===== config.mk =====
export PLATFORM = sky130hd
export DESIGN_NAME = reg_dump_sequencer
export DESIGN_NICKNAME = d
export VERILOG_FILES = /design/src/rtl/reg_dump_sequencer_pkg.sv /design/src/rtl/reg_dump_sequencer.sv
export SDC_FILE = /design/constraint.sdc
export NUM_CORES = 1
export LEC_CHECK = 0
export BUFFER_PORTS_ARGS = -buffer_cell sky130_fd_sc_hd__clkbuf_2
export CAP_MARGIN = 20
export CORE_ASPECT_RATIO = 2
export CORE_MARGIN = 5
export CORE_UTILIZATION = 57
export CTS_BUF_LIST = sky130_fd_sc_hd__clkbuf_16
export CTS_CLUSTER_SIZE = 30
export DETAILED_ROUTE_END_ITERATION = 8
export PLACE_DENSITY = 0.86
export SYNTH_ARGS = -nofsm -noshare
export SYNTH_HDL_FRONTEND = slang
export SYNTH_SLANG_ARGS = --single-unit

===== constraint.sdc =====
create_clock -name clk -period 3.54 [get_ports clk]
set_input_delay 0.354 -clock clk [delete_from_list [all_inputs] [get_ports clk]]
set_output_delay 0.354 -clock clk [all_outputs]
set_load 0.1 [all_outputs]

===== src/rtl/reg_dump_sequencer_pkg.sv =====
// Shared debug definitions: the dump FSM state encoding, the word/byte geometry
// and the register-file address width used by the debug read port.
package reg_dump_sequencer_pkg;

    localparam logic [1:0] ST_IDLE = 2'd0;
    localparam logic [1:0] ST_LOAD = 2'd1;
    localparam logic [1:0] ST_SEND = 2'd2;
    localparam logic [1:0] ST_DONE = 2'd3;

    typedef enum logic [1:0] {
        IDLE = ST_IDLE,
        LOAD = ST_LOAD,
        SEND = ST_SEND,
        DONE = ST_DONE
    } dump_state_t;

    localparam int BYTES_PER_WORD = 4;
    localparam int BYTE_IDX_W     = $clog2(BYTES_PER_WORD);
    localparam int REG_ADDR_W     = 5;

endpackage


===== src/rtl/reg_dump_sequencer.sv =====
// Walks the register file through its debug read port and streams every
// 32-bit register out as four bytes on a valid/ready channel, then pulses done.
module reg_dump_sequencer
    import reg_dump_sequencer_pkg::*;
#(
    parameter int NUM_REGS  = 32,
    parameter bit MSB_FIRST = 1'b1
) (
    input  logic                  clk,
    input  logic                  reset,
    input  logic                  start,
    output logic [REG_ADDR_W-1:0] du_reg_addr,
    input  logic [31:0]           du_reg_data,
    output logic [7:0]            tx_data,
    output logic                  tx_valid,
    input  logic                  tx_ready,
    output logic                  busy,
    output logic                  halt_req,
    output logic                  done
);

    localparam logic [REG_ADDR_W-1:0] LAST_REG  = REG_ADDR_W'(NUM_REGS - 1);
    localparam logic [BYTE_IDX_W-1:0] LAST_BYTE = BYTE_IDX_W'(BYTES_PER_WORD - 1);

    dump_state_t             r_state;
    dump_state_t             w_state_next;
    logic [REG_ADDR_W-1:0]   r_reg_idx;
    logic [REG_ADDR_W-1:0]   w_reg_idx_next;
    logic [BYTE_IDX_W-1:0]   r_byte_idx;
    logic [BYTE_IDX_W-1:0]   w_byte_idx_next;
    logic [31:0]             r_shift;
    logic [31:0]             w_shift_next;
    logic [REG_ADDR_W-1:0]   r_du_reg_addr;
    logic                    r_busy;
    logic                    r_done;
    logic                    w_accept;
    logic [BYTE_IDX_W-1:0]   w_byte_sel;
    logic [7:0]              w_tx_byte;

    assign w_accept = tx_valid && tx_ready;

    always_comb begin
        w_state_next    = r_state;
        w_reg_idx_next  = r_reg_idx;
        w_byte_idx_next = r_byte_idx;
        w_shift_next    = r_shift;
        case (r_state)
            IDLE: begin
                w_reg_idx_next  = '0;
                w_byte_idx_next = '0;
                if (start) begin
                    w_state_next = LOAD;
                end
            end
            LOAD: begin
                w_shift_next    = du_reg_data;
                w_byte_idx_next = '0;
                w_state_next    = SEND;
            end
            SEND: begin
                if (w_accept) begin
                    if (r_byte_idx == LAST_BYTE) begin
                        if (r_reg_idx == LAST_REG) begin
                            w_state_next = DONE;
                        end else begin
                            w_reg_idx_next = r_reg_idx + 1'b1;
                            w_state_next   = LOAD;
                        end
                    end else begin
                        w_byte_idx_next = r_byte_idx + 1'b1;
                    end
                end
            end
            DONE: begin
                w_state_next = IDLE;
            end
            default: begin
                w_state_next = IDLE;
            end
        endcase
    end

    // busy/done/address are registered from the next-state view so they line
    // up with the state they describe without any combinational output path.
    always_ff @(posedge clk or posedge reset) begin
        if (reset) begin
            r_state       <= IDLE;
            r_reg_idx     <= '0;
            r_byte_idx    <= '0;
            r_shift       <= '0;
            r_du_reg_addr <= '0;
            r_busy        <= 1'b0;
            r_done        <= 1'b0;
        end else begin
            r_state       <= w_state_next;
            r_reg_idx     <= w_reg_idx_next;
            r_byte_idx    <= w_byte_idx_next;
            r_shift       <= w_shift_next;
            r_du_reg_addr <= w_reg_idx_next;
            r_busy        <= (w_state_next != IDLE);
            r_done        <= (w_state_next == DONE);
        end
    end

    always_comb begin
        w_byte_sel = MSB_FIRST ? (LAST_BYTE - r_byte_idx) : r_byte_idx;
        case (w_byte_sel)
            2'd0:    w_tx_byte = r_shift[7:0];
            2'd1:    w_tx_byte = r_shift[15:8];
            2'd2:    w_tx_byte = r_shift[23:16];
            default: w_tx_byte = r_shift[31:24];
        endcase
        // Keep the channel quiet outside SEND so idle and reset both show zero.
        if (r_state != SEND) begin
            w_tx_byte = 8'h00;
        end
    end

    assign tx_valid    = (r_state == SEND);
    assign tx_data     = w_tx_byte;
    assign du_reg_addr = r_du_reg_addr;
    assign busy        = r_busy;
    assign halt_req    = r_busy;
    assign done        = r_done;

endmodule


==> results.json, run 1 <==
{
  "worst_pin_slew_ns": 0.700,
  "synthArstFlopShare": 1.00,
  "holdCritPathClass": "primary input to asynchronous set/reset pin",
  "core.rowCount": 32,
  "area_delta_synth_final_pct": 16.9,
  "fmax_mhz": 399,
  "setup_viol": 0,
  "run_status": "finished clean",
  "synth_top_area_share": 0.492,
  "rsz0062_at_grt": "no",
  "dieArea_mm2": 0.00525,
  "grt_pass1_vias": 1506,
  "io_pins": 53,
  "finalHoldViolCount": 0,
  "max_cap_viol_count": 0,
  "gp_congestion": 0.844,
  "leakagePower_nw": 1.29,
  "cts_tree": "built",
  "grt_max_degree": 44,
  "root_buffer": "clkbuf_16",
  "yosys_most_used_dff": "dfrtp_1",
  "vias_per_cell": 5.62,
  "synthTopCellsByArea": "dfrtp_1, mux2_4, a222oi_1",
  "post_cts_buffers": 0,
  "overflow": 0,
  "synth_common_cells": "dfrtp_1, mux2_4, a21oi_1",
  "yosys.area.top_type": "dfrtp_1",
  "ys_ff_latch": 43,
  "numCtsBuffers": 5,
  "timing.setup.tns_ns": 0,
  "start_kind": "register",
  "die_x_um": 53.8,
  "cp-end-kind": "output pin",
  "design_area_mm2": 0.00255,
  "synth_edf_count": 0,
  "final_nets": 246,
  "antenna_left": 0,
  "worstPathArrival_ns": 2.15,
  "hold_buffers": 0,
  "seq_area_frac_synth": 0.492,
  "ys_warn_count": 0,
  "path_class": "register to output pin",
  "synth_nets": 198,
  "drt-wirelength-per-cell_um": 17.7,
  "grt_pass1_wl_mm": 7.27,
  "clk_latency_ns": 0.28,
  "clk_pin_slew_worst_paths_ns": 0.06,
  "fin_cells": 255,
  "setup_slack_ns": 1.03,
  "p_total_w": 0.00268,
  "placedCellCount": 248,
  "yosysUniqueCellTypes": 36,
  "clock_skew_ns": 0.00365,
  "clk_path_buf_depth": 2,
  "drtIter0Drc": 59,
  "vias": 1433,
  "core_mm2": 0.00380,
  "relSlewSlack": 0.532,
  "dpl_cell_area_mm2": 0.00240,
  "ir_drop_mv": 0.892,
  "post-route-period-util": 0.708,
  "grtUsageTotal": 0.189,
  "antenna_found_initial": 0,
  "portBuffers": 52,
  "wl_mm": 4.52,
  "insertedDiodeCount": 0,
  "post_cts_resized": 0,
  "crit_required_ns": 3.19,
  "fin_crit_ns": 2.51,
  "netlist_instances": 156,
  "start_util": 0.575,
  "firstDrtPassIters": 5,
  "syn_area_per_cell_um2": 14.0,
  "dp_hpwl_mm": 3.26,
  "syn_area_mm2": 0.00219,
  "fp.dieH_um": 97.6,
  "synth.most_common_cell": "dfrtp_1",
  "cts_sinks": 43,
  "cp_max_fo": 14,
  "power.density_mw_per_mm2": 1050,
  "drive_above_1_share": 0.461,
  "dp_slack_ns": 1.35,
  "drc": 0,
  "slew_violations": 0,
  "htree_levels": 2
}
[layer usage]
layer	wire [um]	vias to the layer above	part of all wire	GRT usage
li1	-	670	-	-
met1	1820	710	0.40	0.235
met2	2450	51	0.54	0.308
met3	229	2	0.051	0.0323
met4	21	0	0.0046	0.0787
met5	0	-	0	0
[worst paths after layout]
path,start,endpoint,slack (ns),depth (start not counted)
max,r_state[1],tx_data[7],1.03,4
min,reset,r_shift[22],0.18,3
min reg2reg,r_shift[29],r_shift[29],0.50,1
max in group asynchronous,reset,r_shift[27],2.99,3
min in group clk,du_reg_data[26],r_shift[26],0.31,2
max reg2reg,r_state[0],r_shift[30],1.42,3
[cells in the final DEF, fill, tap and decap left out, drive strengths merged, types with 2 or more instances in the layout]
cell type  instances
clkbuf            57
dfrtp             43
mux2              32
a21oi             11
o21ai              9
a222oi             8
ha                 6
inv                5
nand3              3
nand4b             3
nand2              3
nor2b              3
a21o               2
and2               2
buf                2
[state kept, by name, indices dropped and copies added, names as in the netlist]
signal	count
r_shift	32
du_reg_addr	5
r_byte_idx	2
busy	1
done	1
r_state	2
[metrics by stage]
step	hold WS, ns	util
global route	0.254	0.672
finish	0.182	0.672
floorplan	0.459	-
detailed placement	0.481	0.630
CTS	0.205	0.672
global placement	0.471	0.630
[kinds of logic (layout without fill, tap and decap cells)]
| family | Yosys count | after routing | share of synthesized area |
|---|---|---|---|
| flip-flops | 43 | 43 | 0.492 |
| AO/OA/AOI/OAI | 34 | 34 | 0.106 |
| multiplexers | 33 | 33 | 0.221 |
| AND/OR/NAND/NOR | 22 | 22 | 0.0744 |
| buffers and inverters | 17 | 65 | 0.0681 |
| adder cells (fa/ha/maj) | 6 | 6 | 0.0343 |
| XOR/XNOR | 1 | 1 | 0.00401 |
[final cells by class]
cell class	count	area [um^2]
Clock buffer	5	125
Timing Repair Buffer	54	275
Inverter	4	15.0
Sequential cell	43	1080
Tap cell	51	63.8
Multi-Input combinational cell	96	966
Fill cell	274	1250
Clock inverter	2	33.8
[worst max-delay path, cell delays in order (launching register included)]
cell and delay [ns]:
dfrtp_1 0.58, and2b_1 0.51, o21ai_1 0.13, a21oi_1 0.17
clkbuf_2 0.48
[where the power goes]
group          internal, W  switching (W)
Sequential        0.000709       0.000164
Combinational     0.000471       0.000846
Clock             0.000326       0.000166
Total              0.00151        0.00118
Power figures use the tool's default switching activity.
==> inputs of run 2 (changes only) <==
- CORE_UTILIZATION: 57 -> 53
- PLACE_DENSITY: 0.86 -> 0.81
- clock period: 3.54 -> 2.6 ns (I/O delays scaled with it)
==> run 2 against run 1 <==
Net effect:
- wire length grew 2.4%
- design area increased by 2.4%
- cell count increased by 0.78%
- global-route usage fell by 0.72 points
- utilization fell by 2.5 points
- via count increased by 0.77%
- critical path type unchanged
- largest power group unchanged
==> results.json, run 2 (same netlist as run 1, synthesis figures left out) <==
{
  "run_status": "finished clean",
  "antenna_found_initial": 0,
  "core_mm2": 0.00405,
  "dieArea_mm2": 0.00559,
  "start_kind": "register",
  "root_buffer": "clkbuf_16",
  "drtIter0Drc": 59,
  "start_util": 0.540,
  "drive_above_1_share": 0.502,
  "rsz0062_at_grt": "no",
  "holdCritPathClass": "primary input to asynchronous set/reset pin",
  "worstPathCellList": "and2b_1 -> o21ai_1 -> a21oi_2 -> clkbuf_2",
  "largest_reg_flops": 32,
  "numCtsBuffers": 5,
  "clk_path_buf_depth": 2,
  "placedCellCount": 249,
  "power.density_mw_per_mm2": 1460,
  "cts_tree": "built",
  "timing.setup.tns_ns": 0,
  "grt_pass1_wl_mm": 7.85,
  "io_pins": 53,
  "die_x_um": 55.4,
  "gp_congestion": 0.765,
  "multiInputGateArea_um2": 996,
  "ir_drop_mv": 1.09,
  "drc": 0,
  "portBuffers": 52,
  "vias_per_cell": 5.62,
  "clk_pin_slew_worst_paths_ns": 0.06,
  "drt-wirelength-per-cell_um": 18.0,
  "cts_sinks": 43,
  "core.rowCount": 33,
  "worst_pin_slew_ns": 0.938,
  "hold_buffers": 0,
  "fmax_mhz": 407,
  "final_cell_mix": "clkbuf_2, dfrtp_1, mux2_4",
  "seq_area_mm2": 0.00108,
  "leakagePower_nw": 1.29,
  "cp_max_fo": 14,
  "overflow": 0,
  "post_cts_resized": 0,
  "slew_violations": 0,
  "grt_max_degree": 34,
  "hold_slack_ns": 0.0515,
  "path_class": "register to output pin",
  "crit_required_ns": 2.34,
  "post-route-period-util": 0.945,
  "max_cap_viol_count": 0,
  "htree_levels": 2,
  "grtUsageTotal": 0.182,
  "final_common_cell": "clkbuf_2",
  "fp.dieH_um": 101,
  "antenna_left": 0,
  "wl_mm": 4.63,
  "cp-end-kind": "output pin",
  "max_stage_delay_ns": 0.60,
  "critPathSlowestCell": "dfrtp_1",
  "clk_latency_ns": 0.28,
  "post_cts_buffers": 0,
  "area_delta_synth_final_pct": 19.7,
  "firstDrtPassIters": 4,
  "grt_pass1_vias": 1586,
  "dp_hpwl_mm": 3.31,
  "setup_viol": 0,
  "fin_util": 0.647,
  "relSlewSlack": 0.371,
  "fillers": 335,
  "fin_crit_ns": 2.46,
  "worstPathArrival_ns": 2.20,
  "regMostFlops": "r_shift",
  "clock_skew_ns": 0.00412,
  "insertedDiodeCount": 0,
  "fin_cells": 257,
  "final_nets": 246,
  "finalHoldViolCount": 0,
  "vias": 1444
}
run 2: where the power goes:
group	total, W	internal, W	switching [W]
registers	0.00120	0.000965	0.000234
logic	0.00184	0.000656	0.00119
clock network	0.000781	0.000546	0.000235
total	0.00383	0.00217	0.00166
run 2: per-stage QoR:
stage | instance area (um^2) | total power (W) | worst slack (ns)
global route | 2620 | 0.00401 | 0.00979
detailed placement | 2430 | 0.00305 | 0.439
floorplan | 2220 | 0.00281 | 0.209
finish | 2620 | 0.00383 | 0.143
CTS | 2620 | 0.00386 | 0.123
global placement | 2430 | 0.00300 | 0.468
run 2: path summary, 6_finish.rpt:
path / from / end / slack [ns] / depth (start not counted)
max: r_state[1] / tx_data[6] / 0.14 / 4
max reg2reg: du_reg_addr[0] / du_reg_addr[2] / 0.74 / 6
max in group asynchronous: reset / r_shift[4] / 1.85 / 3
min in group clk: du_reg_data[29] / r_shift[29] / 0.21 / 2
min reg2reg: r_shift[29] / r_shift[29] / 0.49 / 1
min: reset / r_shift[22] / 0.05 / 2
run 2: metal layers:
layer / global-route usage / wire length (um) / up-vias / part of all wire
li1: - / - / 670 / -
met1: 0.211 / 1860 / 729 / 0.40
met2: 0.320 / 2490 / 39 / 0.54
met3: 0.0436 / 208 / 6 / 0.045
met4: 0.0674 / 74 / 0 / 0.016
met5: 0 / 0 / - / 0
run 2: area by class of cell:
cell class | instances | area share
sequential | 43 | 0.411
multi-input combinational | 96 | 0.381
timing repair buffer | 54 | 0.105
clock buffer | 5 | 0.0478
tap | 52 | 0.0249
clock inverter | 3 | 0.0244
inverter | 4 | 0.00574
run 2: critical path: cells and delay by family (launching register included):
family | cells | cell delay [ns]
and+or+nand+nor | 1 | 0.52
buffers and inverters | 1 | 0.48
AOI/OAI and AO/OA | 2 | 0.32
DFF | 1 | 0.60
==> inputs of run 3 (changes only) <==
--- a/config.mk
+++ b/config.mk
@@ -12,6 +12,6 @@
 export CORE_UTILIZATION = 53
 export CTS_BUF_LIST = sky130_fd_sc_hd__clkbuf_16
-export CTS_CLUSTER_SIZE = 30
 export DETAILED_ROUTE_END_ITERATION = 8
+export MAX_ROUTING_LAYER = met4
 export PLACE_DENSITY = 0.81
 export SYNTH_ARGS = -nofsm -noshare
==> constraint.sdc (replaced) <==
create_clock -name clk -period 2.6 [get_ports clk]
set_input_delay 0.52 -clock clk [delete_from_list [all_inputs] [get_ports clk]]
set_output_delay 0.52 -clock clk [all_outputs]
set_load 0.1 [all_outputs]
==> run 3 against run 2 <==
Net effect:
- utilization rose by 2.2 points
- die area did not move
- via count rose by 3.6%
- clock power fell by 25%
==> results.json, run 3 (same netlist as run 1, synthesis figures left out) <==
{
  "wl_met2_mm": 2.45,
  "cts_tree": "built",
  "post-route-period-util": 0.965,
  "r2r_slack_ns": 0.72,
  "wl_met3_um": 232,
  "setup_viol": 0,
  "run_status": "finished clean",
  "insertedDiodeCount": 0,
  "core.rowCount": 33,
  "r2r-end": "du_reg_addr[2]",
  "start_kind": "register",
  "clock_skew_ns": 0.00291,
  "fin_cells": 259,
  "grt_max_degree": 44,
  "drive_above_1_share": 0.507,
  "drt-met1-wl_mm": 1.90,
  "p_total_w": 0.00392,
  "gp_congestion": 0.709,
  "fp.dieH_um": 101,
  "fmax_mhz": 399,
  "crit_end": "tx_data[5]",
  "worst_pin_slew_ns": 0.576,
  "holdCritPathClass": "primary input to asynchronous set/reset pin",
  "reg2regPathDepth": 6,
  "area_delta_synth_final_pct": 23.7,
  "antenna_left": 0,
  "clk_latency_ns": 0.28,
  "wl_mm": 4.70,
  "fin_crit_ns": 2.51,
  "power.density_mw_per_mm2": 1450,
  "drt-wirelength-per-cell_um": 18.2,
  "largest_reg_flops": 32,
  "cts_sinks": 43,
  "startpoint": "r_byte_idx[0]",
  "portBuffers": 52,
  "dp_hpwl_mm": 3.38,
  "timing.setup.tns_ns": 0,
  "r2r-start": "du_reg_addr[0]",
  "vias": 1496,
  "core_mm2": 0.00405,
  "finalHoldViolCount": 0,
  "root_buffer": "clkbuf_16",
  "start_util": 0.540,
  "final_cell_mix": "clkbuf_2, dfrtp_1, mux2_4",
  "drtIter0Drc": 84,
  "final_nets": 248,
  "io_pins": 53,
  "vias_per_cell": 5.78,
  "cp_max_fo": 12,
  "firstDrtPassIters": 6,
  "numCtsBuffers": 5,
  "cp-end-kind": "output pin",
  "final_common_cell": "clkbuf_2",
  "grt_pass1_vias": 1695,
  "clk_path_buf_depth": 2,
  "crit_required_ns": 2.08,
  "path_class": "register to output pin",
  "leakagePower_nw": 1.31,
  "worstPathArrival_ns": 1.99,
  "ir_drop_mv": 1.40,
  "topRoutingLayerUsed": "met4",
  "grt_pass1_wl_mm": 8.11,
  "max_cap_viol_count": 0,
  "slew_violations": 0,
  "rsz0062_at_grt": "no",
  "drc": 0,
  "antenna_found_initial": 0,
  "grtUsageTotal": 0.190,
  "dp_slack_ns": 0.391,
  "placedCellCount": 251,
  "relSlewSlack": 0.616,
  "dieArea_mm2": 0.00559,
  "clk_pin_slew_worst_paths_ns": 0.06,
  "regMostFlops": "r_shift",
  "die_x_um": 55.4,
  "setup_slack_ns": 0.0922,
  "hold_slack_ns": 0.342,
  "overflow": 0,
  "htree_levels": 2
}
run 3: where the power goes:
part           internal, W  switching, W
clock             0.000347      0.000236
combinational     0.000894       0.00128
sequential        0.000965      0.000196
run 3: area by class of cell:
cell class | instances | area [um^2]
multi-input combinational | 96 | 996
clock buffer | 5 | 125
inverter | 4 | 18.8
tap | 52 | 65.1
fill | 311 | 1340
sequential | 43 | 1080
clock inverter | 3 | 12.5
timing repair buffer | 56 | 410
run 3: how the worst min path moves through the flow:
stage                     start              to  slack [ns]  cells past startpoint
floorplan           r_shift[30]     r_shift[30]        0.46                      1
global route              reset     r_shift[13]        0.42                      3
detailed placement  r_shift[29]     r_shift[29]        0.49                      1
finish                    reset     r_shift[18]        0.34                      3
global placement    r_shift[29]     r_shift[29]        0.49                      1
CTS                       reset  du_reg_addr[4]        0.36                      3
run 3: repair_timing:
item,in CTS,in global routing
gates resized for setup,0,1
hold buffers,0,0
setup buffers,0,0
endpoints found under the hold margin,0,0
setup endpoints to repair,0,5
run 3: worst max-delay path: stages (launching register included):
cell and delay [ns]:
dfrtp_1 0.41, ha_1 0.42, a222oi_1 0.55, a21oi_2 0.14
buf_12 0.18
run 3: metrics by stage:
step / cell area (um^2) / util
2_1_floorplan: 2220 / -
3_3_place_gp: 2560 / 0.633
3_5_place_dp: 2560 / 0.633
4_1_cts: 2700 / 0.667
5_1_grt: 2700 / 0.668
6_report: 2700 / 0.668
run 3: per-layer routing:
| layer | vias to the layer above | track usage |
|---|---|---|
| met4 | 0 | 0.0843 |
| met2 | 57 | 0.319 |
| li1 | 673 | - |
| met3 | 11 | 0.0449 |
| met5 | - | - |
| met1 | 755 | 0.212 |
